**config.mk**
```make
export PLATFORM = sky130hd
export DESIGN_NAME = serial_link_credit_ctrl
export DESIGN_NICKNAME = d
export VERILOG_FILES = /design/src/rtl/serial_link_pkg.sv /design/src/rtl/serial_link_credit_cnt.sv /design/src/rtl/serial_link_credit_ctrl.sv
export SDC_FILE = /design/constraint.sdc
export NUM_CORES = 1
export LEC_CHECK = 0
export ABC_AREA = 1
export BUFFER_PORTS_ARGS = -buffer_cell sky130_fd_sc_hd__buf_4
export CORE_UTILIZATION = 53
export DETAILED_ROUTE_END_ITERATION = 10
export GPL_TIMING_DRIVEN = 0
export HOLD_SLACK_MARGIN = 0.1
export PLACE_DENSITY = 0.86
export SLEW_MARGIN = 10
export SYNTH_ARGS = -nofsm -noshare
export SYNTH_HDL_FRONTEND = slang
export SYNTH_SLANG_ARGS = --single-unit
```
**constraint.sdc**
```tcl
create_clock -name clk_i -period 3.3 [get_ports clk_i]
set_clock_uncertainty 0.05 [all_clocks]
set_input_delay 0.495 -clock clk_i [delete_from_list [all_inputs] [get_ports clk_i]]
set_output_delay 0.495 -clock clk_i [all_outputs]
set_load 0.02 [all_outputs]
```
**src/rtl/serial_link_pkg.sv**
```systemverilog
// rtl/serial_link_pkg.sv - shared types and constants for the serial link credit flow control
package serial_link_pkg;

    localparam int unsigned DefaultNumCredits = 8;
    localparam int unsigned CreditW           = $clog2(DefaultNumCredits + 1);

    typedef logic [CreditW-1:0] credit_t;

    // Header tag the data link layer stamps on credit-only frames.
    localparam logic [7:0] TagCredit = 8'hC3;

    typedef enum logic [1:0] {
        TxEmpty      = 2'd0,
        TxData       = 2'd1,
        TxCreditOnly = 2'd2
    } tx_state_e;

endpackage

```
**src/rtl/serial_link_credit_cnt.sv**
```systemverilog
// rtl/serial_link_credit_cnt.sv - saturating credit counter with add-N / subtract-1 / clear in one cycle
module serial_link_credit_cnt #(
    parameter int unsigned MaxVal  = 8,
    parameter int unsigned InitVal = 0,
    parameter int unsigned CntW    = $clog2(MaxVal + 1)
) (
    input  logic            clk_i,
    input  logic            rst_ni,
    input  logic            clr_i,
    input  logic            inc_en_i,
    input  logic [CntW-1:0] inc_amt_i,
    input  logic            dec_i,
    output logic [CntW-1:0] count_o,
    output logic            overflow_o
);

    localparam int unsigned    SumW   = CntW + 1;
    localparam logic [SumW-1:0] MaxSum = SumW'(MaxVal);

    logic [CntW-1:0] r_count;
    logic [SumW-1:0] w_base;
    logic [SumW-1:0] w_sum;
    logic [CntW-1:0] w_next;

    // One extra bit of headroom lets overflow and underflow both show up as "above MaxVal".
    always_comb begin
        w_base     = clr_i ? '0 : {1'b0, r_count};
        w_sum      = w_base + (inc_en_i ? {1'b0, inc_amt_i} : '0) - {{CntW{1'b0}}, dec_i};
        overflow_o = (w_sum > MaxSum);
        w_next     = overflow_o ? CntW'(MaxVal) : w_sum[CntW-1:0];
    end

    always_ff @(posedge clk_i or negedge rst_ni) begin
        if (!rst_ni) begin
            r_count <= CntW'(InitVal);
        end else begin
            r_count <= w_next;
        end
    end

    assign count_o = r_count;

endmodule

```
**src/rtl/serial_link_credit_ctrl.sv**
```systemverilog
// rtl/serial_link_credit_ctrl.sv - credit-based flow control between network layer and data link layer
module serial_link_credit_ctrl
    import serial_link_pkg::*;
#(
    parameter int unsigned NumCredits        = 8,
    parameter int unsigned ForceCreditThresh = 6,
    parameter int unsigned IdleTimeout       = 16,
    parameter type         payload_t         = logic,
    parameter int unsigned CntW              = $clog2(NumCredits + 1)
) (
    input  logic            clk_i,
    input  logic            rst_ni,
    input  logic            req_valid_i,
    output logic            req_ready_o,
    input  payload_t        req_data_i,
    output logic            tx_valid_o,
    input  logic            tx_ready_i,
    output payload_t        tx_data_o,
    output logic            tx_credit_only_o,
    output logic [CntW-1:0] tx_credits_o,
    input  logic            rx_valid_i,
    input  logic [CntW-1:0] rx_credits_i,
    input  logic            rx_consumed_i,
    output logic [CntW-1:0] credits_avail_o,
    output logic [CntW-1:0] credits_pending_o
);

    localparam int unsigned     IdleW     = (IdleTimeout > 1) ? $clog2(IdleTimeout) : 1;
    localparam logic [IdleW-1:0] IdleMax   = IdleW'(IdleTimeout - 1);
    localparam logic [CntW-1:0]  ThreshVal = CntW'(ForceCreditThresh);

    tx_state_e        r_state;
    tx_state_e        w_state_next;
    payload_t         r_tx_data;
    logic [CntW-1:0]  r_tx_credits;
    logic [IdleW-1:0] r_idle;

    logic [CntW-1:0]  w_avail;
    logic [CntW-1:0]  w_pending;
    logic             w_avail_ovf;
    logic             w_pending_ovf;
    logic             w_tx_hs;
    logic             w_free;
    logic             w_req_hs;
    logic             w_credit_load;
    logic             w_load;

    serial_link_credit_cnt #(
        .MaxVal  (NumCredits),
        .InitVal (NumCredits),
        .CntW    (CntW)
    ) u_avail_cnt (
        .clk_i      (clk_i),
        .rst_ni     (rst_ni),
        .clr_i      (1'b0),
        .inc_en_i   (rx_valid_i),
        .inc_amt_i  (rx_credits_i),
        .dec_i      (w_req_hs),
        .count_o    (w_avail),
        .overflow_o (w_avail_ovf)
    );

    // Clearing on load while adding the same-cycle consume keeps that consume for the next packet.
    serial_link_credit_cnt #(
        .MaxVal  (NumCredits),
        .InitVal (0),
        .CntW    (CntW)
    ) u_pending_cnt (
        .clk_i      (clk_i),
        .rst_ni     (rst_ni),
        .clr_i      (w_load),
        .inc_en_i   (rx_consumed_i),
        .inc_amt_i  (CntW'(1)),
        .dec_i      (1'b0),
        .count_o    (w_pending),
        .overflow_o (w_pending_ovf)
    );

    always_comb begin
        w_tx_hs       = (r_state != TxEmpty) && tx_ready_i;
        w_free        = (r_state == TxEmpty) || w_tx_hs;
        req_ready_o   = rst_ni && w_free && (w_avail != '0);
        w_req_hs      = req_valid_i && req_ready_o;
        // An empty send window forces credits out so both sides cannot starve each other.
        w_credit_load = w_free && !w_req_hs && (w_pending != '0) &&
                        ((w_pending >= ThreshVal) || (r_idle == IdleMax) || (w_avail == '0));
        w_load        = w_req_hs || w_credit_load;
    end

    always_ff @(posedge clk_i or negedge rst_ni) begin
        if (!rst_ni) begin
            r_state <= TxEmpty;
        end else begin
            r_state <= w_state_next;
        end
    end

    always_comb begin
        w_state_next = r_state;
        if (w_req_hs) begin
            w_state_next = TxData;
        end else if (w_credit_load) begin
            w_state_next = TxCreditOnly;
        end else if (w_tx_hs) begin
            w_state_next = TxEmpty;
        end
    end

    always_comb begin
        tx_valid_o        = (r_state != TxEmpty);
        tx_credit_only_o  = (r_state == TxCreditOnly);
        tx_data_o         = r_tx_data;
        tx_credits_o      = r_tx_credits;
        credits_avail_o   = w_avail;
        credits_pending_o = w_pending;
    end

    always_ff @(posedge clk_i or negedge rst_ni) begin
        if (!rst_ni) begin
            r_tx_data    <= '0;
            r_tx_credits <= '0;
        end else if (w_req_hs) begin
            r_tx_data    <= req_data_i;
            r_tx_credits <= w_pending;
        end else if (w_credit_load) begin
            r_tx_data    <= '0;
            r_tx_credits <= w_pending;
        end else if (w_tx_hs) begin
            r_tx_credits <= '0;
        end
    end

    always_ff @(posedge clk_i or negedge rst_ni) begin
        if (!rst_ni) begin
            r_idle <= '0;
        end else if (w_load || (w_pending == '0)) begin
            r_idle <= '0;
        end else if (r_idle != IdleMax) begin
            r_idle <= r_idle + IdleW'(1);
        end
    end

    a_tx_stable: assert property (@(posedge clk_i) disable iff (!rst_ni)
        (tx_valid_o && !tx_ready_i) |=> (tx_valid_o && $stable(tx_data_o) &&
                                         $stable(tx_credits_o) && $stable(tx_credit_only_o)));

    a_no_send_without_credit: assert property (@(posedge clk_i) disable iff (!rst_ni)
        !(w_req_hs && (w_avail == '0)));

    a_avail_bound: assert property (@(posedge clk_i) disable iff (!rst_ni) !w_avail_ovf);

    a_pending_bound: assert property (@(posedge clk_i) disable iff (!rst_ni) !w_pending_ovf);

endmodule

```
Word-level counts from Yosys, hierarchy flattened
Index checks and enable logic that the tools add are counted.
- bits of input ports: 11
- logic and storage cells: 53
- output and inout port bits: 16
- flip-flop bits (word level): 19
- add/sub/neg operators: 4
- mux-type cells: 15
- reduce and logical (&&, ||, !) cells: 22
- magnitude comparators: 3
- eq/ne operators: 3
- operator list (kind ; count):
    $mux 4 ; 9
    $gt 5x4->1 const B ; 2
    $logic_not 4->1 ; 2
    $reduce_bool 4->1 ; 2
    $logic_and 1x1->1 ; 7
    $mux 2 ; 3
    $reduce_bool 2->1 ; 3
    $add 4x5->5 ; 1
    $add 5x5->5 ; 1
    $logic_or 1x1->1 ; 5
    $sub 5x1->5 ; 1
    $add 4x1->4 const B ; 1
    $eq 4x4->1 const B ; 1
    $ge 4x3->1 const B ; 1
    $ne 4x4->1 const B ; 1
    $mux 1 ; 3
    $reduce_bool 3->1 ; 1
    $eq 2x2->1 const B ; 1
    $logic_not 2->1 ; 1
    $logic_not 1->1 ; 1

Depth between registers and ports, before layout
Gate-level depths: netlist of the first run.
- depth after elaboration: 15
- gate-level depth with buffers: 15
- depth with buffers taken out: 15

By module
A second synthesis of the first run with hierarchy kept.
- cell total of the unflattened synthesis: 192
- area, all modules: 1485.2 um^2
- by module, submodules not included (module ; cells an instance ; area each (um^2) ; times used):
    serial_link_credit_ctrl ; 74 ; 638.1 ; 1
    serial_link_credit_cnt (u_avail_cnt) ; 59 ; 424.2 ; 1
    serial_link_credit_cnt (u_pending_cnt) ; 59 ; 422.9 ; 1

Worst setup path after synthesis of the first run
Ideal clock, no wire load.
- kind: register to register
- from: register u_avail_cnt.r_count[3], in the netlist u_avail_cnt.count_o[3]
- to: register u_avail_cnt.r_count[0], in the netlist u_avail_cnt.count_o[0]
- library setup time: 0.086 ns
- cell stages (with the launch flop): 15
- path buffers: 0
- arrival time: 2.499 ns
- data required time: 3.164 ns
- path slack: 0.666 ns
- cells stage by stage: dfstp_2 > nor2_1 > nand2_1 > nand4_4 > inv_1 > ha_1 > inv_1 > ha_1 > inv_1 > fa_1 > o21ai_0 > a21oi_1 > xor2_1 > inv_1 > nor3_1
- cells in the longest elaborated chain, start to end: 6
- elaborated cells on any way between the ends: 7
- classes of those cells: add/sub (2); order compare (1); mux (1); reduce/logical (3)
- ends and longest elaborated chain (item ; RTL line ; RTL):
    start, declared ; serial_link_credit_cnt.sv:20 ; logic [CntW-1:0] r_count;
    start signal, assigned ; serial_link_credit_cnt.sv:35 ; r_count <= CntW'(InitVal);
    start signal, assigned ; serial_link_credit_cnt.sv:37 ; r_count <= w_next;
    $reduce_bool 4->1 (*) ; serial_link_credit_ctrl.sv:82 ; req_ready_o = rst_ni && w_free && (w_avail != '0);
    $logic_and 1x1->1 (*) ; serial_link_credit_ctrl.sv:82 ;
    $logic_and 1x1->1 (*) ; serial_link_credit_ctrl.sv:83 ; w_req_hs = req_valid_i && req_ready_o;
    net u_avail_cnt.dec_i ; serial_link_credit_cnt.sv:12 ; input logic dec_i,
    $sub 5x1->5 (*) ; serial_link_credit_cnt.sv:28 ; w_sum = w_base + (inc_en_i ? {1'b0, inc_amt_i} : '0) - {{CntW{1'b0}}, dec_i};
    $gt 5x4->1 ; serial_link_credit_cnt.sv:29 ; overflow_o = (w_sum > MaxSum);
    $mux 4 (*) ; serial_link_credit_cnt.sv:30 ; w_next = overflow_o ? CntW'(MaxVal) : w_sum[CntW-1:0];
    net u_avail_cnt.w_next[0] ; serial_link_credit_cnt.sv:23 ; logic [CntW-1:0] w_next;
Mark *: on every way through the listed nets, which the timed path passes. The rest lies on a longest branch.
A chain may end at the register's enable or synchronous reset.

Final worst setup path of the first run
- from: input port rst_ni
- to: register u_avail_cnt.r_count[0], in the netlist u_avail_cnt.count_o[0]
- cells in the longest elaborated chain, start to end: 6
- ends and longest elaborated chain (item ; RTL line ; RTL):
    start, declared ; serial_link_credit_ctrl.sv:12 ; input logic rst_ni,
    $logic_and 1x1->1 (*) (2 in a row) ; serial_link_credit_ctrl.sv:82 ;
    $logic_and 1x1->1 (*) ; serial_link_credit_ctrl.sv:83 ;
    net u_avail_cnt.dec_i ; serial_link_credit_cnt.sv:12 ;
    $sub 5x1->5 (*) ; serial_link_credit_cnt.sv:28 ;
    $gt 5x4->1 ; serial_link_credit_cnt.sv:29 ;
    $mux 4 (*) ; serial_link_credit_cnt.sv:30 ;
    net u_avail_cnt.w_next[0] ; serial_link_credit_cnt.sv:23 ;
Marked as above.

==> flow_metrics.py, run 1 <==
metrics = {
    "pwr": {
        "power_per_cell_area_nw_per_um2": 897.4,
        "vdd.ir_drop.worst_v": 0.0005431,
        "power_after_layout_uw": 1322,
        "p_leak_uw": 0.0008453,
    },
    "synthesis": {
        "top_cell_type_by_total_area_after_synthesis": "sky130_fd_sc_hd__dfrtp_1",
        "postSynth.asyncResetShare_pct": 100.0,
        "synth_fp_nets": 163,
        "synth.mux.area_fraction_pct": 0,
        "post_synth_xor_area_fraction_pct": 3.631,
        "yosys.area_share.adder_pct": 13.07,
        "netlist_top_cells_count": "29 x sky130_fd_sc_hd__inv_1, 18 x sky130_fd_sc_hd__dfrtp_1, 17 x sky130_fd_sc_hd__nand2_1",
        "post_synth_main_area_contributors": "sky130_fd_sc_hd__dfrtp_1 37%, sky130_fd_sc_hd__ha_1 11%, sky130_fd_sc_hd__inv_1 9.0%",
        "share_of_synthesized_area_occupied_by_flip_flops_and_latches_pct": 39.52,
        "top_count_cell_post_synth": "sky130_fd_sc_hd__inv_1",
        "ys_dominant_reg_cell": "sky130_fd_sc_hd__dfrtp_1",
        "synth_enable_flop_cells": 0,
        "syn-mean-instance-area_sq_um": 8.615,
        "synthesis.instances": 140,
        "synth-compound-area-share_pct": 10.06,
        "synth_top_family_by_area": "simple AND/OR/NAND/NOR gates",
        "yosys.cell_types.count": 26,
        "synth.ff_latch_count": 19,
        "post_synthesis_instance_area_sq_um": 1206,
        "fraction_of_post_synthesis_cell_area_in_the_top_cell_type_by_area_pct": 37.34,
        "yosys_warnings": 0,
        "synth-simple-area-share_pct": 22.93,
    },
    "setup_path": {
        "worstPathRequired_ns": 3.48,
        "worst-path-max-fanout": 21,
        "critPathLaunchType": "input port",
        "timing.critical_path.arrival_ns": 3.30,
        "regToRegSetupSlack_ns": 0.45,
        "crit_type": "in2reg",
        "endpoint_kind": "flip-flop",
    },
    "timing": {
        "achievable-frequency_mhz": 320.9,
        "setup_viol": 0,
        "period_utilisation_layout_pct": 94.42,
        "final-hold-violation-count": 0,
        "worstMarginPinSlew_ns": 0.2757,
        "slew_viol_final": 0,
        "rsz0062_at_grt": "no",
        "fin_tns_setup_ns": 0,
        "min_period_ns": 3.116,
        "relSlewSlack_pct": 81.62,
    },
    "layout": {
        "area_growth_syn_to_layout_pct": 22.10,
        "n_antenna_cell": 0,
        "final_net_count": 195,
        "post_route_cells_drive_above_1_share_pct": 29.24,
    },
    "status": {
        "result_of_the_run": "finished, final reports clean",
    },
    "routing": {
        "ant_nets": 0,
        "detail_route.wl_per_cell_um": 12.35,
        "drt_first_iter_violations": 21,
        "routed_via_density": 5.045,
        "route.detailed.drc": 0,
        "routed_wl_um": 2446,
        "via_count": 999,
        "drt_pre_antenna_iters": 5,
    },
    "clocking": {
        "cts-resized-gates": 0,
        "cts_buffers": 3,
        "ctsHtreeMaxLevel": 1,
        "cts_tree": "done",
        "numClockSinks": 19,
        "clk_transition_reported_paths_ns": 0.12,
        "cts-root-to-sink-buffers": 2,
        "cts.root.buffer_cell": "sky130_fd_sc_hd__clkbuf_4",
        "insertion_delay_ns": 0.31,
    },
    "global_routing": {
        "antenna_found_initial": 0,
        "grt_pass1_vias": 1014,
        "globalRouteTotalUtil_pct": 23.43,
        "grt_pass1_wl_um": 4353,
        "met3_usage_pct": 1.852,
        "grtUsageMet2_pct": 40.77,
        "grt_max_degree": 22,
        "grt.overflow.total": 0,
        "grt_busiest_layer": "met2",
        "global_route_met1_utilization_pct": 28.54,
    },
    "floorplanning": {
        "chipWidth_um": 49.71,
        "dieArea_sq_um": 2471,
        "initial_utilization_pct": 59.07,
        "die_y_um": 49.71,
        "placeableCoreArea_sq_um": 2042,
        "core.rowCount": 16,
        "design.portCount": 27,
    },
    "worst_hold_path": {
        "hold_path_class": "in2reg",
    },
    "run": {
        "max-cap-violations": 0,
    },
    "place": {
        "final_wtd_congestion": 0.8223,
        "numPortBuffers": 26,
        "place.detailed.hpwl_um": 2022,
    },
}
[final cells by class]
| cell class | instances | area (sq um) |
|---|---|---|
| Inverter | 34 | 130.1 |
| Tap cell | 27 | 33.78 |
| Sequential cell | 19 | 476.7 |
| Fill cell | 168 | 569.3 |
| Multi-Input combinational cell | 87 | 599.3 |
| Timing Repair Buffer | 27 | 205.2 |
| Clock inverter | 1 | 5.005 |
| Clock buffer | 3 | 22.52 |
[critical path: stages]
cell and delay (ns):
sky130_fd_sc_hd__dlygate4sd3_1 0.53, sky130_fd_sc_hd__buf_4 0.28, sky130_fd_sc_hd__nand4_4 0.17, sky130_fd_sc_hd__inv_1 0.14
sky130_fd_sc_hd__ha_1 0.24, sky130_fd_sc_hd__inv_1 0.06, sky130_fd_sc_hd__ha_1 0.16, sky130_fd_sc_hd__inv_1 0.06
sky130_fd_sc_hd__fa_1 0.40, sky130_fd_sc_hd__o21ai_0 0.19, sky130_fd_sc_hd__a21oi_1 0.11, sky130_fd_sc_hd__xor2_1 0.23
sky130_fd_sc_hd__inv_1 0.07, sky130_fd_sc_hd__nor3_1 0.16
[layer usage]
layer  vias to the layer above  part of all wire, %
li1                        506                    -
met3                         6                  3.6
met2                        26                   53
met4                         0                  2.1
met1                       461                   42
met5                         -                    0
[per-stage QoR]
step | area (sq um) | setup slack (ns) | utilization (%) | hold slack, ns | std cells
floorplan | 1206 | 0.6655 | - | 0.1494 | 140
global placement | 1435 | 0.4894 | 70.28 | 0.3420 | 193
detailed placement | 1435 | 0.3588 | 70.28 | 0.3473 | 193
CTS | 1473 | 0.1534 | 72.12 | 0.3589 | 198
global route | 1473 | 0.001606 | 72.12 | 0.3659 | 198
finish | 1473 | 0.1841 | 72.12 | 0.3631 | 198
[path summary, 6_finish.rpt]
path	cells past startpoint	startpoint	endpoint
min reg2reg	2	tx_credits_o[1]	tx_credits_o[1]
max	14	rst_ni	u_avail_cnt.count_o[0]
min in group asynchronous	2	rst_ni	u_avail_cnt.count_o[0]
max in group asynchronous	2	rst_ni	u_avail_cnt.count_o[3]
min	2	req_data_i	tx_data_o
max reg2reg	14	u_avail_cnt.count_o[3]	u_avail_cnt.count_o[0]
[state kept, by name (all words and copies together) (netlist names)]
register / flops
r_idle: 4
r_state: 2
tx_credits_o: 4
tx_data_o: 1
u_avail_cnt.count_o: 4
u_pending_cnt.count_o: 4
[what timing repair did]
| action | in CTS | in global routing |
|---|---|---|
| hold buffers | 1 | 0 |
| setup buffers | 0 | 0 |
| hold endpoints to repair | 18 | 0 |
[logic make-up after synthesis]
| family | Yosys count |
|---|---|
| AOI/OAI and AO/OA | 20 |
| xor gates and xnor gates | 5 |
| adders and majority gates | 12 |
| buffers and inverters | 34 |
| DFF | 19 |
| and+or+nand+nor | 50 |
[power by group]
group | switching [uW] | internal (uW) | total, uW
sequential | 73.4 | 322 | 395
clock | 75.0 | 45.2 | 120
combinational | 487 | 319 | 806
total | 635 | 686 | 1320
[placed cells by master, fill, tap and decap left out, drive strengths merged]
master / instances
nor3: 2
dfstp: 1
and3: 1
nand3: 8
dlygate4sd3: 1
inv: 34
buf: 26
nor2: 11
a22o: 3
a21oi: 12
nand2: 25
fa: 1
ha: 11
clkinv: 1
nand3b: 1
xor2: 3
xnor2: 2
dfrtp: 18
nand4: 2
clkbuf: 3
o21ai: 5
(Power assumes the default switching activity.)
==> run 2, diff against run 1 <==
BUFFER_PORTS_ARGS = not set   (was -buffer_cell sky130_fd_sc_hd__buf_4)
CORE_UTILIZATION = 55   (was 53)
DONT_BUFFER_PORTS = 1   (was not set)
PLACE_DENSITY = 0.8   (was 0.86)
==> run 2 against run 1 <==
  * Die area down 3.5%
  * Clock-buffer cell count unchanged
  * Flip-flop and latch count unchanged
  * Clock power down 3%
  * Setup slack better by 0.23 ns
  * Combinational power down 24%
  * First-iteration DRC count down 71%
  * Global-route usage down 1.1 points
  * Via count down 9.5%
  * Sequential power up 19%
  * Total power down 9.1%
  * Largest power group unchanged
==> flow_metrics.py, run 2 (synthesis gave the netlist of run 1 again) <==
metrics = {
    "setup_path": {
        "critPathMaxStageDelay_ns": 0.63,
        "crit_type": "reg2reg",
        "path_cells": "nor2_1 > nand2_1 > nand4_4 > inv_1 > ha_1 > inv_1 > ha_1 > inv_1 > fa_1 > o21ai_0 > a21oi_1 > xor2_1 > inv_1 > nor3_1",
        "buffers_inverters_on_critical_path": 4,
        "critPathMostFrequentCell": "sky130_fd_sc_hd__inv_1",
        "endpoint_kind": "flip-flop",
        "regToRegSetupSlack_ns": 0.41,
        "timing.critical_path.arrival_ns": 3.05,
        "critPathLaunchType": "flip-flop",
        "regToRegStartpoint": "u_avail_cnt.count_o[3]",
        "worstPathRequired_ns": 3.46,
        "library_cell_contributing_the_largest_single_delay_on_the_critical_path": "sky130_fd_sc_hd__dfstp_2",
        "worst-path-max-fanout": 5,
        "reg2reg_depth": 14,
        "timing.critical_path.max_delay_family": "adder cells",
        "critical_path.reg2reg.endpoint": "u_avail_cnt.count_o[0]",
    },
    "clocking": {
        "numClockSinks": 19,
        "clk_transition_reported_paths_ns": 0.10,
        "cts_setup_buffers": 0,
        "cts_tree": "done",
        "cts-resized-gates": 0,
        "ctsHtreeMaxLevel": 1,
        "cts_buffers": 3,
        "cts-root-to-sink-buffers": 2,
        "cts.root.buffer_cell": "sky130_fd_sc_hd__clkbuf_4",
        "insertion_delay_ns": 0.29,
    },
    "pwr": {
        "vdd.ir_drop.worst_v": 0.0004492,
        "power_per_cell_area_nw_per_um2": 940.1,
        "p_leak_uw": 0.0007148,
    },
    "worst_hold_path": {
        "worst_hold_path.num_cells": 1,
        "hold_path_class": "in2reg",
        "hold_path_startpoint": "req_data_i",
        "whs_endpoint": "tx_data_o",
    },
    "layout": {
        "area_growth_syn_to_layout_pct": 5.913,
        "most-common-layout-cells": "29 x sky130_fd_sc_hd__inv_1, 18 x sky130_fd_sc_hd__dfrtp_1, 17 x sky130_fd_sc_hd__nand2_1",
        "layout.cells.most_common": "sky130_fd_sc_hd__inv_1",
        "num-fill-cells": 175,
        "post_route_cells_drive_above_1_share_pct": 16.55,
        "n_antenna_cell": 0,
        "final_net_count": 169,
        "post_layout_nonfiller_instances": 172,
    },
    "global_routing": {
        "grt_pass1_vias": 972,
        "antenna_found_initial": 0,
        "grt_max_degree": 20,
        "grt_pass1_wl_um": 4188,
        "globalRouteTotalUtil_pct": 22.35,
        "grt.overflow.total": 0,
    },
    "timing": {
        "final-hold-violation-count": 0,
        "setup_viol": 0,
        "fin_tns_setup_ns": 0,
        "min_period_ns": 2.890,
        "achievable-frequency_mhz": 346.1,
        "slew_viol_final": 0,
        "period_utilisation_layout_pct": 87.56,
        "worstMarginPinSlew_ns": 0.8517,
        "final_critical_path_setup_slack_ns": 0.4104,
        "rsz0062_at_grt": "no",
        "relSlewSlack_pct": 43.03,
        "fin_hold_ws_ns": 0.2978,
    },
    "floorplanning": {
        "dieArea_sq_um": 2384,
        "initial_utilization_pct": 60.25,
        "chipWidth_um": 48.83,
        "design.portCount": 27,
        "core.rowCount": 16,
        "placeableCoreArea_sq_um": 2002,
        "die_y_um": 48.83,
    },
    "status": {
        "result_of_the_run": "finished, final reports clean",
    },
    "routing": {
        "route.detailed.drc": 0,
        "routed_via_density": 5.256,
        "via_count": 904,
        "detail_route.wl_per_cell_um": 13.45,
        "routed_wl_um": 2313,
        "drt_first_iter_violations": 6,
        "drt_pre_antenna_iters": 3,
        "ant_nets": 0,
    },
    "place": {
        "final_wtd_congestion": 0.8294,
        "dp_slack_ns": 0.4132,
        "place.detailed.hpwl_um": 1933,
        "numPortBuffers": 0,
        "dp.cells": 167,
    },
    "run": {
        "max-cap-violations": 0,
    },
}
-- run 2: timing repair --
action | in CTS | in global routing
hold buffers | 1 | 0
endpoints found under the setup margin | 0 | 0
hold endpoints to repair | 19 | 0
-- run 2: through the flow --
stage          power [uW]  util, %  cell area, sq um
2_1_floorplan       960.4        -              1206
3_3_place_gp         1045    61.94              1240
3_5_place_dp         1084    61.94              1240
4_1_cts              1209    63.81              1277
5_1_grt              1307    63.81              1277
6_report             1201    63.81              1277
-- run 2: worst max-delay path by stage --
stage,from,end,slack [ns],cells past startpoint
after global placement,u_avail_cnt.count_o[3],u_avail_cnt.count_o[0],0.48,14
after global routing,u_avail_cnt.count_o[3],u_avail_cnt.count_o[0],0.17,14
after floorplan,u_avail_cnt.count_o[3],u_avail_cnt.count_o[0],0.67,14
final,u_avail_cnt.count_o[3],u_avail_cnt.count_o[0],0.41,14
after detailed placement,u_avail_cnt.count_o[3],u_avail_cnt.count_o[0],0.41,14
after CTS,u_avail_cnt.count_o[3],u_avail_cnt.count_o[0],0.39,14
-- run 2: cell type report --
cell class / instances / area [sq um] / share of cell area, %
timing repair buffer: 1 / 10.01 / 0.7835
clock inverter: 1 / 5.005 / 0.3918
inverter: 34 / 130.1 / 10.19
tap: 27 / 33.78 / 2.644
clock buffer: 3 / 22.52 / 1.763
multi-input combinational: 87 / 599.3 / 46.91
sequential: 19 / 476.7 / 37.32
-- run 2: power by group --
group          total [uW]  internal (uW)  switching [uW]
Clock                 116           45.1            71.2
Sequential            470            322             148
Combinational         615            230             385
Total                1200            597             604
-- run 2: routing by layer --
layer  track usage, %  share of wire [%]
met2            41.90                 54
met3            3.427                2.7
met1            26.88                 43
met5                0                  0
met4            4.412                1.1
==> run 3, diff against run 2 <==
CELL_PAD_IN_SITES_DETAIL_PLACEMENT = 0   (was not set)
CELL_PAD_IN_SITES_GLOBAL_PLACEMENT = 2   (was not set)
CORE_UTILIZATION = 36   (was 55)
MAX_ROUTING_LAYER = met4   (was not set)
PLACE_DENSITY = 0.87   (was 0.8)
==> run 3 against run 2 <==
  * Hold slack worse by 0.015 ns
  * Via count down 3.3%
  * Routed wire length down 3.7%
  * Die area up 50%
  * Setup slack worse by 0.040 ns
  * Total power down 1.3%
  * Utilization down 22 points
  * Largest power group unchanged
  * Highest routed layer unchanged
==> flow_metrics.py, run 3 (synthesis gave the netlist of run 1 again) <==
metrics = {
    "timing": {
        "slew_viol_final": 0,
        "relSlewSlack_pct": 41.36,
        "period_utilisation_layout_pct": 88.78,
        "setup_viol": 0,
        "worstMarginPinSlew_ns": 0.8768,
        "achievable-frequency_mhz": 341.3,
        "min_period_ns": 2.930,
        "rsz0062_at_grt": "no",
        "fin_tns_setup_ns": 0,
        "final-hold-violation-count": 0,
    },
    "setup_path": {
        "endpoint_kind": "flip-flop",
        "worstPathRequired_ns": 3.47,
        "crit_type": "reg2reg",
        "regToRegSetupSlack_ns": 0.37,
        "reg2reg_depth": 14,
        "worst-path-max-fanout": 5,
        "regToRegStartpoint": "u_avail_cnt.count_o[3]",
        "timing.critical_path.arrival_ns": 3.10,
        "critical_path.reg2reg.endpoint": "u_avail_cnt.count_o[0]",
        "critPathLaunchType": "flip-flop",
    },
    "routing": {
        "via_count": 874,
        "met3WireLength_um": 67,
        "routed_via_density": 4.624,
        "route.detailed.drc": 0,
        "dr.max_layer_used": "met4",
        "drt_pre_antenna_iters": 4,
        "drt_first_iter_violations": 45,
        "ant_nets": 0,
        "met2_wirelength_um": 1032,
        "detail_route.wl_per_cell_um": 11.78,
        "met1_length_um": 1101,
        "routed_wl_um": 2227,
    },
    "clocking": {
        "cts_tree": "done",
        "cts.hold.buffers_added": 1,
        "numClockSinks": 19,
        "cts.root.buffer_cell": "sky130_fd_sc_hd__clkbuf_4",
        "clk_transition_reported_paths_ns": 0.11,
        "ctsHtreeMaxLevel": 1,
        "cts-root-to-sink-buffers": 2,
        "cts_buffers": 3,
        "cts_setup_buffers": 0,
        "insertion_delay_ns": 0.29,
        "cts-resized-gates": 0,
    },
    "status": {
        "result_of_the_run": "finished, final reports clean",
    },
    "floorplanning": {
        "placeableCoreArea_sq_um": 3128,
        "design.portCount": 27,
        "initial_utilization_pct": 38.56,
        "dieArea_sq_um": 3586,
        "die_y_um": 59.88,
        "core.rowCount": 20,
        "chipWidth_um": 59.88,
    },
    "layout": {
        "most-common-layout-cells": "29 x sky130_fd_sc_hd__inv_1, 18 x sky130_fd_sc_hd__dfrtp_1, 17 x sky130_fd_sc_hd__nand2_1",
        "num-fill-cells": 337,
        "layout.cells.most_common": "sky130_fd_sc_hd__inv_1",
        "final_net_count": 169,
        "n_antenna_cell": 0,
        "post_route_cells_drive_above_1_share_pct": 16.55,
        "final_area_sq_um": 1299,
        "area_growth_syn_to_layout_pct": 7.677,
    },
    "global_routing": {
        "antenna_found_initial": 0,
        "grt_max_degree": 20,
        "grt_pass1_wl_um": 3691,
        "globalRouteTotalUtil_pct": 14.10,
        "grt.overflow.total": 0,
        "grt_pass1_vias": 871,
    },
    "pwr": {
        "vdd.ir_drop.worst_v": 0.0002454,
        "power_after_layout_uw": 1185,
        "power_per_cell_area_nw_per_um2": 912.5,
        "p_leak_uw": 0.0007148,
    },
    "worst_hold_path": {
        "worst_hold_path.num_cells": 1,
        "whs_endpoint": "tx_data_o",
        "hold_path_class": "in2reg",
        "hold_path_startpoint": "req_data_i",
    },
    "place": {
        "dpl-instance-area_sq_um": 1261,
        "final_wtd_congestion": 0.6932,
        "place.detailed.hpwl_um": 1737,
        "numPortBuffers": 0,
    },
    "run": {
        "max-cap-violations": 0,
    },
}
==> run 3: layer usage <==
layer	track usage [%]	up-vias
met1	18.56	405
met2	22.06	16
met4	4.983	0
met5	-	-
met3	1.948	2
li1	-	451
==> run 3: worst max path at each step <==
stage                           start                     end  slack, ns  cells past startpoint
3_3_place_gp   u_avail_cnt.count_o[3]  u_avail_cnt.count_o[0]       0.39                     14
2_1_floorplan  u_avail_cnt.count_o[3]  u_avail_cnt.count_o[0]       0.67                     14
4_1_cts        u_avail_cnt.count_o[3]  u_avail_cnt.count_o[0]       0.32                     14
5_1_grt        u_avail_cnt.count_o[3]  u_avail_cnt.count_o[0]       0.04                     14
6_report       u_avail_cnt.count_o[3]  u_avail_cnt.count_o[0]       0.37                     14
3_5_place_dp   u_avail_cnt.count_o[3]  u_avail_cnt.count_o[0]       0.36                     14
==> run 3: metrics by stage <==
stage | std cells | util [%] | setup slack [ns] | hold slack (ns)
5_1_grt | 189 | 41.52 | 0.03692 | 0.2649
4_1_cts | 189 | 41.52 | 0.3204 | 0.2727
6_report | 189 | 41.52 | 0.3704 | 0.2823
2_1_floorplan | 140 | - | 0.6655 | 0.1494
3_3_place_gp | 184 | 40.32 | 0.3874 | 0.1498
3_5_place_dp | 184 | 40.32 | 0.3558 | 0.1499
==> run 3: critical path, cell delays in order, from the launching register on <==
cell and delay [ns]:
sky130_fd_sc_hd__dfstp_2 0.62, sky130_fd_sc_hd__nor2_1 0.06, sky130_fd_sc_hd__nand2_1 0.18, sky130_fd_sc_hd__nand4_4 0.17, sky130_fd_sc_hd__inv_1 0.14, sky130_fd_sc_hd__ha_1 0.24
sky130_fd_sc_hd__inv_1 0.06, sky130_fd_sc_hd__ha_1 0.16, sky130_fd_sc_hd__inv_1 0.05, sky130_fd_sc_hd__fa_1 0.40, sky130_fd_sc_hd__o21ai_0 0.19, sky130_fd_sc_hd__a21oi_1 0.10
sky130_fd_sc_hd__xor2_1 0.21, sky130_fd_sc_hd__inv_1 0.06, sky130_fd_sc_hd__nor3_1 0.17
==> run 3: cell type report <==
cell class	instances	area, sq um	share of cell area (%)
repair buffers	1	10.01	0.7707
inverters	34	130.1	10.02
well taps	44	55.05	4.239
clock buffers	3	22.52	1.734
clock inverters	1	5.005	0.3854
multi-input cells	87	599.3	46.15
flip-flops and latches	19	476.7	36.71
==> run 3: where the power goes <==
part	leakage [uW]	internal (uW)	switching, uW
Combinational	0.000449	227	370
Sequential	0.000248	321	149
Clock	0.0000177	45.1	73.5
